`config.mk`:
```
export PLATFORM = sky130hd
export DESIGN_NAME = dac_stream_out
export DESIGN_NICKNAME = d
export VERILOG_FILES = /design/src/rtl/dac_pkg.sv /design/src/rtl/dac_sample_fifo.sv /design/src/rtl/dac_stream_out.sv
export SDC_FILE = /design/constraint.sdc
export NUM_CORES = 1
export LEC_CHECK = 0
export BUFFER_PORTS_ARGS = -buffer_cell sky130_fd_sc_hd__clkbuf_2
export CAP_MARGIN = 0
export CORE_MARGIN = 2
export CORE_UTILIZATION = 55
export DETAILED_ROUTE_END_ITERATION = 8
export PLACE_DENSITY = 0.73
export SLEW_MARGIN = 40
export SYNTH_ARGS = -nofsm -noshare
export SYNTH_HDL_FRONTEND = slang
export SYNTH_HIERARCHICAL = 1
export SYNTH_SLANG_ARGS = --single-unit
```
`constraint.sdc`:
```
create_clock -name clock -period 4.05 [get_ports clock]
set_input_delay 0.81 -clock clock [delete_from_list [all_inputs] [get_ports clock]]
set_output_delay 0.81 -clock clock [all_outputs]
set_load 0.02 [all_outputs]
```
`src/rtl/dac_pkg.sv`:
```
`default_nettype none
// ----------------------------------------------------------------------------
// dac_pkg : shared constants for the DAC stream driver
// Rev 1.0
// ----------------------------------------------------------------------------
package dac_pkg;

  localparam logic UR_HOLD = 1'b0;
  localparam logic UR_MID  = 1'b1;

  function automatic logic [31:0] midscale(input int unsigned width);
    return 32'd1 << (width - 1);
  endfunction

endpackage
`default_nettype wire

```
`src/rtl/dac_sample_fifo.sv`:
```
`default_nettype none
// ----------------------------------------------------------------------------
// dac_sample_fifo : synchronous FIFO with a registered head-of-queue output
// Rev 1.0
// ----------------------------------------------------------------------------
module dac_sample_fifo #(
  parameter  int DATA_W = 8,
  parameter  int DEPTH  = 16,
  localparam int ADDR_W = $clog2(DEPTH),
  localparam int LVL_W  = $clog2(DEPTH + 1)
) (
  input  logic              clk,
  input  logic              rst,
  input  logic              i_push,
  input  logic [DATA_W-1:0] i_data,
  input  logic              i_pop,
  output logic [DATA_W-1:0] o_head,
  output logic              o_full,
  output logic              o_empty,
  output logic [LVL_W-1:0]  o_level
);

  logic [ADDR_W-1:0] wr_ptr_q, wr_ptr_d;
  logic [ADDR_W-1:0] rd_ptr_q, rd_ptr_d;
  logic [LVL_W-1:0]  level_q, level_d;
  logic              byp_q, byp_d;
  logic [DATA_W-1:0] byp_data_q;
  logic [DATA_W-1:0] ram_rd_q;
  logic              do_push;
  logic              do_pop;

  assign o_full  = (level_q == LVL_W'(DEPTH));
  assign o_empty = (level_q == '0);
  assign o_level = level_q;
  assign do_push = i_push && !o_full;
  assign do_pop  = i_pop && !o_empty;

  always_comb begin
    wr_ptr_d = wr_ptr_q;
    rd_ptr_d = rd_ptr_q;
    level_d  = level_q;
    if (do_push) wr_ptr_d = wr_ptr_q + 1'b1;
    if (do_pop)  rd_ptr_d = rd_ptr_q + 1'b1;
    if (do_push && !do_pop)      level_d = level_q + 1'b1;
    else if (!do_push && do_pop) level_d = level_q - 1'b1;
    // A write landing on the next head address is not visible through the RAM read port yet.
    byp_d = do_push && (wr_ptr_q == rd_ptr_d);
  end

  always_ff @(posedge clk) begin
    if (rst) begin
      wr_ptr_q <= '0;
      rd_ptr_q <= '0;
      level_q  <= '0;
      byp_q    <= 1'b0;
    end else begin
      wr_ptr_q <= wr_ptr_d;
      rd_ptr_q <= rd_ptr_d;
      level_q  <= level_d;
      byp_q    <= byp_d;
    end
  end

  always_ff @(posedge clk) begin
    byp_data_q <= i_data;
  end

  generate
    if (DEPTH >= 64) begin : g_bram
      (* ram_style = "block" *) logic [DATA_W-1:0] mem_q [DEPTH];
      always_ff @(posedge clk) begin
        if (do_push) mem_q[wr_ptr_q] <= i_data;
        ram_rd_q <= mem_q[rd_ptr_d];
      end
    end else begin : g_regs
      (* ram_style = "logic" *) logic [DATA_W-1:0] mem_q [DEPTH];
      always_ff @(posedge clk) begin
        if (do_push) mem_q[wr_ptr_q] <= i_data;
        ram_rd_q <= mem_q[rd_ptr_d];
      end
    end
  endgenerate

  assign o_head = byp_q ? byp_data_q : ram_rd_q;

endmodule
`default_nettype wire

```
`src/rtl/dac_stream_out.sv`:
```
`default_nettype none
// ----------------------------------------------------------------------------
// dac_stream_out : paces FIFO-buffered samples onto a parallel DAC with latch clock
// Rev 1.0
// ----------------------------------------------------------------------------
module dac_stream_out
  import dac_pkg::*;
#(
  parameter  int DATA_W   = 8,
  parameter  int CHANNELS = 1,
  parameter  int DEPTH    = 16,
  parameter  int DIV_W    = 16,
  localparam int CH_W     = (CHANNELS > 1) ? $clog2(CHANNELS) : 1,
  localparam int LVL_W    = $clog2(DEPTH + 1)
) (
  input  logic              clock,
  input  logic              reset,
  input  logic              in_enable,
  input  logic [DIV_W-1:0]  in_period,
  input  logic              in_signed,
  input  logic              in_underrun_mode,
  input  logic              in_clear_underrun,
  input  logic              in_valid,
  input  logic [DATA_W-1:0] in_data,
  output logic              out_ready,
  output logic [DATA_W-1:0] out_dac_data,
  output logic              out_dac_clk,
  output logic [CH_W-1:0]   out_dac_chan,
  output logic              out_underrun,
  output logic [LVL_W-1:0]  out_level
);

  localparam logic [DATA_W-1:0] MID     = DATA_W'(midscale(DATA_W));
  localparam logic [CH_W-1:0]   LAST_CH = CH_W'(CHANNELS - 1);

  logic [DIV_W-1:0]  cnt_q, cnt_d;
  logic [DIV_W-1:0]  period_q, period_d;
  logic [DATA_W-1:0] data_q, data_d;
  logic              dac_clk_q, dac_clk_d;
  logic [CH_W-1:0]   chan_q, chan_d;
  logic [CH_W-1:0]   next_chan_q, next_chan_d;
  logic              underrun_q, underrun_d;
  logic              live_q;
  logic              underrun_set;

  logic              fifo_full;
  logic              fifo_empty;
  logic [DATA_W-1:0] fifo_head;
  logic [DATA_W-1:0] stored;
  logic              push;
  logic              pop;
  logic              tick;
  logic [DIV_W:0]    half_p;

  assign out_ready = live_q && !fifo_full;
  assign push      = in_valid && out_ready;
  assign stored    = in_signed ? (in_data ^ MID) : in_data;
  assign tick      = (cnt_q == '0) && in_enable;
  assign pop       = tick && !fifo_empty;
  // ceil(P/2) with P = period_q + 1
  assign half_p    = ({1'b0, period_q} + (DIV_W + 1)'(2)) >> 1;

  dac_sample_fifo #(
    .DATA_W (DATA_W),
    .DEPTH  (DEPTH)
  ) u_fifo (
    .clk     (clock),
    .rst     (reset),
    .i_push  (push),
    .i_data  (stored),
    .i_pop   (pop),
    .o_head  (fifo_head),
    .o_full  (fifo_full),
    .o_empty (fifo_empty),
    .o_level (out_level)
  );

  always_comb begin
    cnt_d        = cnt_q;
    period_d     = period_q;
    data_d       = data_q;
    dac_clk_d    = 1'b0;
    chan_d       = chan_q;
    next_chan_d  = next_chan_q;
    underrun_set = 1'b0;
    if (!in_enable) begin
      cnt_d       = '0;
      chan_d      = '0;
      next_chan_d = '0;
    end else begin
      // Judged on the pre-edge count so the latch edge trails the data change by a cycle.
      dac_clk_d = ({1'b0, cnt_q} >= half_p);
      if (tick) begin
        period_d    = (in_period == '0) ? DIV_W'(1) : in_period;
        cnt_d       = DIV_W'(1);
        chan_d      = next_chan_q;
        next_chan_d = (next_chan_q == LAST_CH) ? '0 : next_chan_q + 1'b1;
        if (!fifo_empty) begin
          data_d = fifo_head;
        end else begin
          underrun_set = 1'b1;
          if (in_underrun_mode == UR_MID) data_d = MID;
        end
      end else if (cnt_q == period_q) begin
        cnt_d = '0;
      end else begin
        cnt_d = cnt_q + 1'b1;
      end
    end
    underrun_d = underrun_set | (underrun_q & ~in_clear_underrun);
  end

  always_ff @(posedge clock) begin
    if (reset) begin
      cnt_q       <= '0;
      period_q    <= DIV_W'(1);
      data_q      <= MID;
      dac_clk_q   <= 1'b0;
      chan_q      <= '0;
      next_chan_q <= '0;
      underrun_q  <= 1'b0;
      live_q      <= 1'b0;
    end else begin
      cnt_q       <= cnt_d;
      period_q    <= period_d;
      data_q      <= data_d;
      dac_clk_q   <= dac_clk_d;
      chan_q      <= chan_d;
      next_chan_q <= next_chan_d;
      underrun_q  <= underrun_d;
      live_q      <= 1'b1;
    end
  end

  assign out_dac_data = data_q;
  assign out_dac_clk  = dac_clk_q;
  assign out_dac_chan = chan_q;
  assign out_underrun = underrun_q;

endmodule
`default_nettype wire

```
# After elaboration in Yosys (flattened, before gate mapping)
# Memories as Yosys holds them, arrays and structs flattened. A register that Yosys moved wholly into a read port is not among the register bits.
# Cells that the tools add are included.
# word_totals
reg_bits	67
mem_bits_rw	128
inputBits	31
out_inout_bits	17
elab_cells	70
n_memories	1
# classes
addsub	7
n_lt_le_gt_ge	1
n_eq_ne	4
mux	17
n_bitwise	5
n_reduce_logical	21
# mem_list
memory	depth	word_bits	rd	rd_clocked_by_memory_dff	wr	line	text
u_fifo.g_regs.mem_q	16	8	1	1	1	dac_sample_fifo.sv:76	(* ram_style = "logic" *) logic [DATA_W-1:0] mem_q [DEPTH];
# op_table
op	count
16-bit zero test	2
8-bit two-way mux	4
16-bit by 2-bit adder with 17-bit output (second input constant)	1
16-bit by 1-bit adder with 16-bit output (second input constant)	1
16-bit == test	1
16-bit >= comparator	1
16-bit two-way mux	1
5-bit two-way mux	2
1-bit logical AND	9
1-bit two-way mux	9
4-bit by 1-bit adder with 4-bit output (second input constant)	2
5-bit by 1-bit adder with 5-bit output (second input constant)	1
5-bit == test (second input constant)	1
5-bit zero test	1
5-bit by 1-bit subtractor with 5-bit output (second input constant)	1
4-bit == test	1
1-bit zero test	4
4-bit two-way mux	1
4-bit OR reduction	1
1-bit NOT	3
3-bit AND reduction	1
2-bit inequality test (second input constant)	1
2-bit AND reduction	1
2-bit nonzero test	1
other kinds (4)	4

# Longest topological paths before layout
# logic_depth
depth_word	9
mapped_depth	19
depth_no_buf	17

# By module
# The synthesis kept the hierarchy.
# by_module_without_submodules
module	instances	cells_each	area_each_um2	seq_area_each_um2
dac_sample_fifo	1	489	7511.0	4444.3
dac_stream_out	1	302	2478.6	860.8

# Worst setup path after synthesis
# OpenSTA, ideal clock, no wires.
# synth_path
path_type	input to register
start	in in_enable
end	reg u_fifo.level_q[4], in the netlist u_fifo/o_level[4]
setup_time_ps	70
arrival_time_ps	3625
t_required_ps	3980
slack_ps	355
path_stages	16
path_buffers	2
path_cell_list	nor4b_1 -> nand4_2 -> nor2_2 -> inv_1 -> a21oi_2 -> inv_1 -> buf_2 -> buf_2 -> ha_1 -> inv_1 -> ha_1 -> a21o_1 -> a21oi_1 -> xnor2_1 -> or3_1 -> a21oi_1
# synth_between
elab_chain_len	6
word_cells_on_any_way	8
classes_between	mux (1); reduce/logical (7)
# synth_rtl
item	line	text
from (decl)	dac_stream_out.sv:18	input logic in_enable,
1-bit logical AND (*)	dac_stream_out.sv:58	assign tick = (cnt_q == '0) && in_enable;
1-bit logical AND (*)	dac_stream_out.sv:59	assign pop = tick && !fifo_empty;
via pop	dac_stream_out.sv:51	logic pop;
1-bit logical AND (*)	dac_sample_fifo.sv:36	assign do_pop = i_pop && !o_empty;
1-bit zero test	dac_sample_fifo.sv:44	if (do_push && !do_pop) level_d = level_q + 1'b1;
1-bit logical AND	dac_sample_fifo.sv:44	
5-bit two-way mux / 2-bit nonzero test (equally long branches)	n/a	
to (signal assigned)	dac_sample_fifo.sv:59	level_q <= level_d;
to (decl)	dac_sample_fifo.sv:25	logic [LVL_W-1:0] level_q, level_d;
# The timed path passes the listed nets; every way through them passes the cells marked *.
# A chain may end at the register's enable or synchronous reset.

# Worst setup path after layout
# layout_path
start	reg u_fifo.level_q[0], in the netlist u_fifo/o_level[0]
end	reg u_fifo.level_q[4], in the netlist u_fifo/o_level[4]
# layout_between
elab_chain_len	8
word_cells_on_any_way	18
classes_between	add/sub (2); eq/ne (1); mux (2); reduce/logical (13)
# layout_rtl
item	line	text
5-bit == test (*)	dac_sample_fifo.sv:32	assign o_full = (level_q == LVL_W'(DEPTH));
via fifo_full	dac_stream_out.sv:46	logic fifo_full;
1-bit zero test (*)	dac_stream_out.sv:55	assign out_ready = live_q && !fifo_full;
1-bit logical AND (*)	dac_stream_out.sv:55	
1-bit logical AND (*)	dac_stream_out.sv:56	assign push = in_valid && out_ready;
via push	dac_stream_out.sv:50	logic push;
1-bit logical AND (*)	dac_sample_fifo.sv:35	assign do_push = i_push && !o_full;
1-bit zero test	dac_sample_fifo.sv:45	else if (!do_push && do_pop) level_d = level_q - 1'b1;
1-bit logical AND	dac_sample_fifo.sv:45	
2-bit nonzero test (no line)	n/a	
# The timed path passes the listed nets; every way through them passes the cells marked *. The select of a mux whose other input is x is not followed.

==> results.cfg <==
[sta]
final_hold_viols = 0
timing.final.crit_share = 0.854
period_needed_ps = 3460
report.final.setup_viol = 0
slew_headroom = 0.485
clock_skew_ps = 25.5
timing.fmax_ghz = 0.289
tns_ps = 0
maxSlewViolCount = 0
worstMarginPinSlew_ps = 772
rsz0062_at_grt = no

[critical_path]
crit_fanout = 10
critPathKind = flop to flop
cp.arrival_ps = 3900
depth_of_the_worst_register_to_register_path = 13
ff2ff_setup_slack_ps = 590
r2r-end = u_fifo/o_level[4]
critical_path.reg2reg.startpoint = u_fifo/o_level[0]
crit_required_ps = 4490
type_of_origin_of_the_critical_path = flop
cp-end-kind = flop

[clock_network]
clock_latency_ps = 530
root_buf_cell = sky130_fd_sc_hd__clkbuf_16
cts_made_buffers = 22
clk_transition_reported_paths_ps = 60
cts.hold.buffers_added = 0
cts.repair.resized = 0
cts_num_sinks = 201
cts.path.max_buffers = 3
postCtsSetupBuffers = 0
clock_tree_from_tritoncts = built
h-tree-depth = 1

[flow_run]
cap_viol_max_count = 0

[route]
route.layer.met1.wl_um = 9010
detail_route.first_pass.iterations = 4
avgRoutedWirePerCell_um = 21.5
drtIter0Drc = 523
drt-vias-per-instance = 6.19
detailroute.wirelength.met3_um = 1280
highest-signal-layer = met4
drc = 0
num_vias = 6649
drt_wl_total_um = 23100
routed-wl-met2_um = 12000
drt.antenna.violating_nets = 0

[logic_synthesis]
mappedNetlistNets = 851
synth_top_cells_by_area = sky130_fd_sc_hd__edfxtp_1 38%, sky130_fd_sc_hd__dfxtp_1 15%, sky130_fd_sc_hd__mux4_2 11%, sky130_fd_sc_hd__mux2i_1 5.0%, sky130_fd_sc_hd__ha_1 3.5%
post_synth_inst_count = 791
synth_top_family_by_area = multiplexers
synth_area_um2 = 9990
synth-warning-count = 6
synth_xor_area_frac = 0.0525
yosysTopAreaCellShare = 0.385
synth_compound_area_frac = 0.0663
synth-simple-area-share = 0.115
synth_enable_flop_cells = 128
synth.mux.area_fraction = 0.165
synth_top_cell_by_area = sky130_fd_sc_hd__edfxtp_1
async_flop_share = 0
synth-adder-area-share = 0.0371
postSynthAreaPerCell_um2 = 12.6
synth.ff_latch_count = 201
synthFlopType = sky130_fd_sc_hd__edfxtp_1
synth.lib_cells_used.distinct = 65
yosysSeqAreaShare = 0.531

[global_routing]
grt_overflow_total = 0
vias_in_the_first_global_route = 6812
grt_antenna_before_repair = 0
grt_first_pass_wirelength_um = 36600
pin_count_of_the_biggest_net_entering_global_routing = 75
global_route.usage.total = 0.240

[placed_design]
hpwl_dp_um = 15700
post_dp_cell_area_um2 = 10400
final_replace_weighted_congestion = 0.844
portbufs = 46
dp.cells = 1035

[hold_path]
worstHoldPathCells = 2
hold-path-endpoint = out_dac_data[0]
worst_hold_startpoint = out_dac_data[0]
hold_crit_class = flop to flop

[pwr]
ir_drop_worst_vdd_uv = 392
p_leak_nw = 3.75
power_density_normalized_to_cell_area_nw_per_um2 = 546
pwr-share-seq = 0.400
power.share.clock = 0.310
power_frac_comb = 0.290
design_power_total_mw = 6.07
cellInternalPower_mw = 4.19
swShare = 0.310
netSwitchingPower_mw = 1.88

[die]
io_pins = 48
die_height_um = 139
area_enclosed_by_the_die_boundary_um2 = 19300
initial_utilization = 0.558
core_region_area_um2 = 17900
row_count = 49
fp.dieW_um = 139

[final_layout]
drive_above_1_share = 0.212
num-nets-final = 890
antennaDiodeCount = 0
stdcell_area_um2 = 11100
final.fill_count = 1374
number_of_standard_cells_in_the_final_layout_excluding_fillers = 1075
area_growth_syn_to_layout_pct = 11.3

[outcome]
run_status = finished clean
## cell families after synthesis
kind of cell / Yosys count
muxes: 105
AOI/OAI and AO/OA: 93
other: 1
buffers and inverters: 69
adders and majority gates: 29
and+or+nand+nor: 234
xor gates and xnor gates: 59
DFF: 201
## state kept, by name, indices dropped and copies added, names as in the netlist, 4 cells and up
register and flops:
cnt_q 16, u_fifo/ram_rd_q 8, u_fifo/o_level 5, u_fifo/g_regs.mem_q 128, out_dac_data 8, u_fifo/rd_ptr_q 4
u_fifo/wr_ptr_q 4, period_q 16, u_fifo/byp_data_q 8
## final cells by class
type                    count  area (um^2)  share of cell area
clock buffers              28          573              0.0516
multi-input cells         521         4380               0.394
clock inverters            12          109             0.00979
well taps                 229          287              0.0258
inverters                  18         67.6             0.00608
repair buffers             66          388              0.0349
flip-flops and latches    201         5310               0.478
## critical path, stage by stage (launching register included)
cell and delay, ps:
sky130_fd_sc_hd__dfxtp_1 500, sky130_fd_sc_hd__or4_1 250, sky130_fd_sc_hd__nor2_1 80, sky130_fd_sc_hd__nor2b_1 150, sky130_fd_sc_hd__and2_1 140, sky130_fd_sc_hd__nor2b_1 550, sky130_fd_sc_hd__ha_1 300, sky130_fd_sc_hd__inv_1 110
sky130_fd_sc_hd__fa_1 410, sky130_fd_sc_hd__a21o_1 190, sky130_fd_sc_hd__a21oi_1 170, sky130_fd_sc_hd__xnor2_1 90, sky130_fd_sc_hd__or3_1 310, sky130_fd_sc_hd__a21oi_1 140
## power groups by stage
stage | Sequential [mW] | Combinational (mW) | Clock [mW]
5_1_grt | 2.44 | 1.91 | 1.99
6_report | 2.43 | 1.76 | 1.88
3_3_place_gp | 2.46 | 1.71 | 0
3_5_place_dp | 2.47 | 1.75 | 0
4_1_cts | 2.43 | 1.76 | 1.91
2_1_floorplan | 2.47 | 1.32 | 0
## worst max path at each step
stage                      startpoint                end  slack [ps]  depth (start not counted)
floorplan                   in_enable  u_fifo/o_level[4]         360                         16
global placement            in_enable  u_fifo/o_level[4]         720                         15
detailed placement  u_fifo/o_level[0]  u_fifo/o_level[4]         610                         13
CTS                 u_fifo/o_level[0]  u_fifo/o_level[4]         590                         13
global route        u_fifo/o_level[1]  u_fifo/o_level[4]         310                         13
finish              u_fifo/o_level[0]  u_fifo/o_level[4]         590                         13
## synth_stat cells, drive strengths merged, types with 4 or more instances
| library cell | count |
|---|---|
| dfxtp | 73 |
| nand3 | 22 |
| nor3 | 19 |
| buf | 32 |
| mux2 | 8 |
| nand2 | 63 |
| ha | 28 |
| nor2b | 8 |
| mux2i | 50 |
| o21ai | 7 |
| o211ai | 8 |
| xor2 | 21 |
| a21o | 4 |
| a21oi | 31 |
| xnor2 | 38 |
| a221oi | 6 |
| o31ai | 6 |
| a31oi | 5 |
| a22oi | 7 |
| inv | 18 |
| and3 | 9 |
| nor2 | 69 |
| clkbuf | 19 |
| nand4 | 14 |
| nor4b | 7 |
| o221a | 5 |
| edfxtp | 128 |
| nor4 | 7 |
| mux4 | 47 |
## per-stage QoR
step	utilization	setup slack, ps	hold slack (ps)
3_5_place_dp	0.582	608	509
4_1_cts	0.620	590	524
5_1_grt	0.621	309	540
2_1_floorplan	-	355	474
6_report	0.621	592	514
3_3_place_gp	0.581	721	501
## cell usage in the layout, fill, tap and decap left out, drive strengths merged, types with 9 or more instances in the layout
master	synthesis	final
a21oi	31	31
nand4	14	14
and3	9	9
mux2i	50	50
buf	32	20
inv	18	18
clkbuf	19	74
mux4	47	47
nand3	22	22
xnor2	38	38
clkinv	0	10
nand2	63	63
nor2	69	69
nor3	19	19
ha	28	28
dfxtp	73	73
edfxtp	128	128
xor2	21	21
## routing by layer
layer | up-vias | GRT usage
li1 | 3043 | -
met2 | 232 | 0.431
met4 | 0 | 0.0851
met5 | - | 0
met3 | 57 | 0.0311
met1 | 3317 | 0.301
Note: power is estimated with default switching activity, not from simulation.
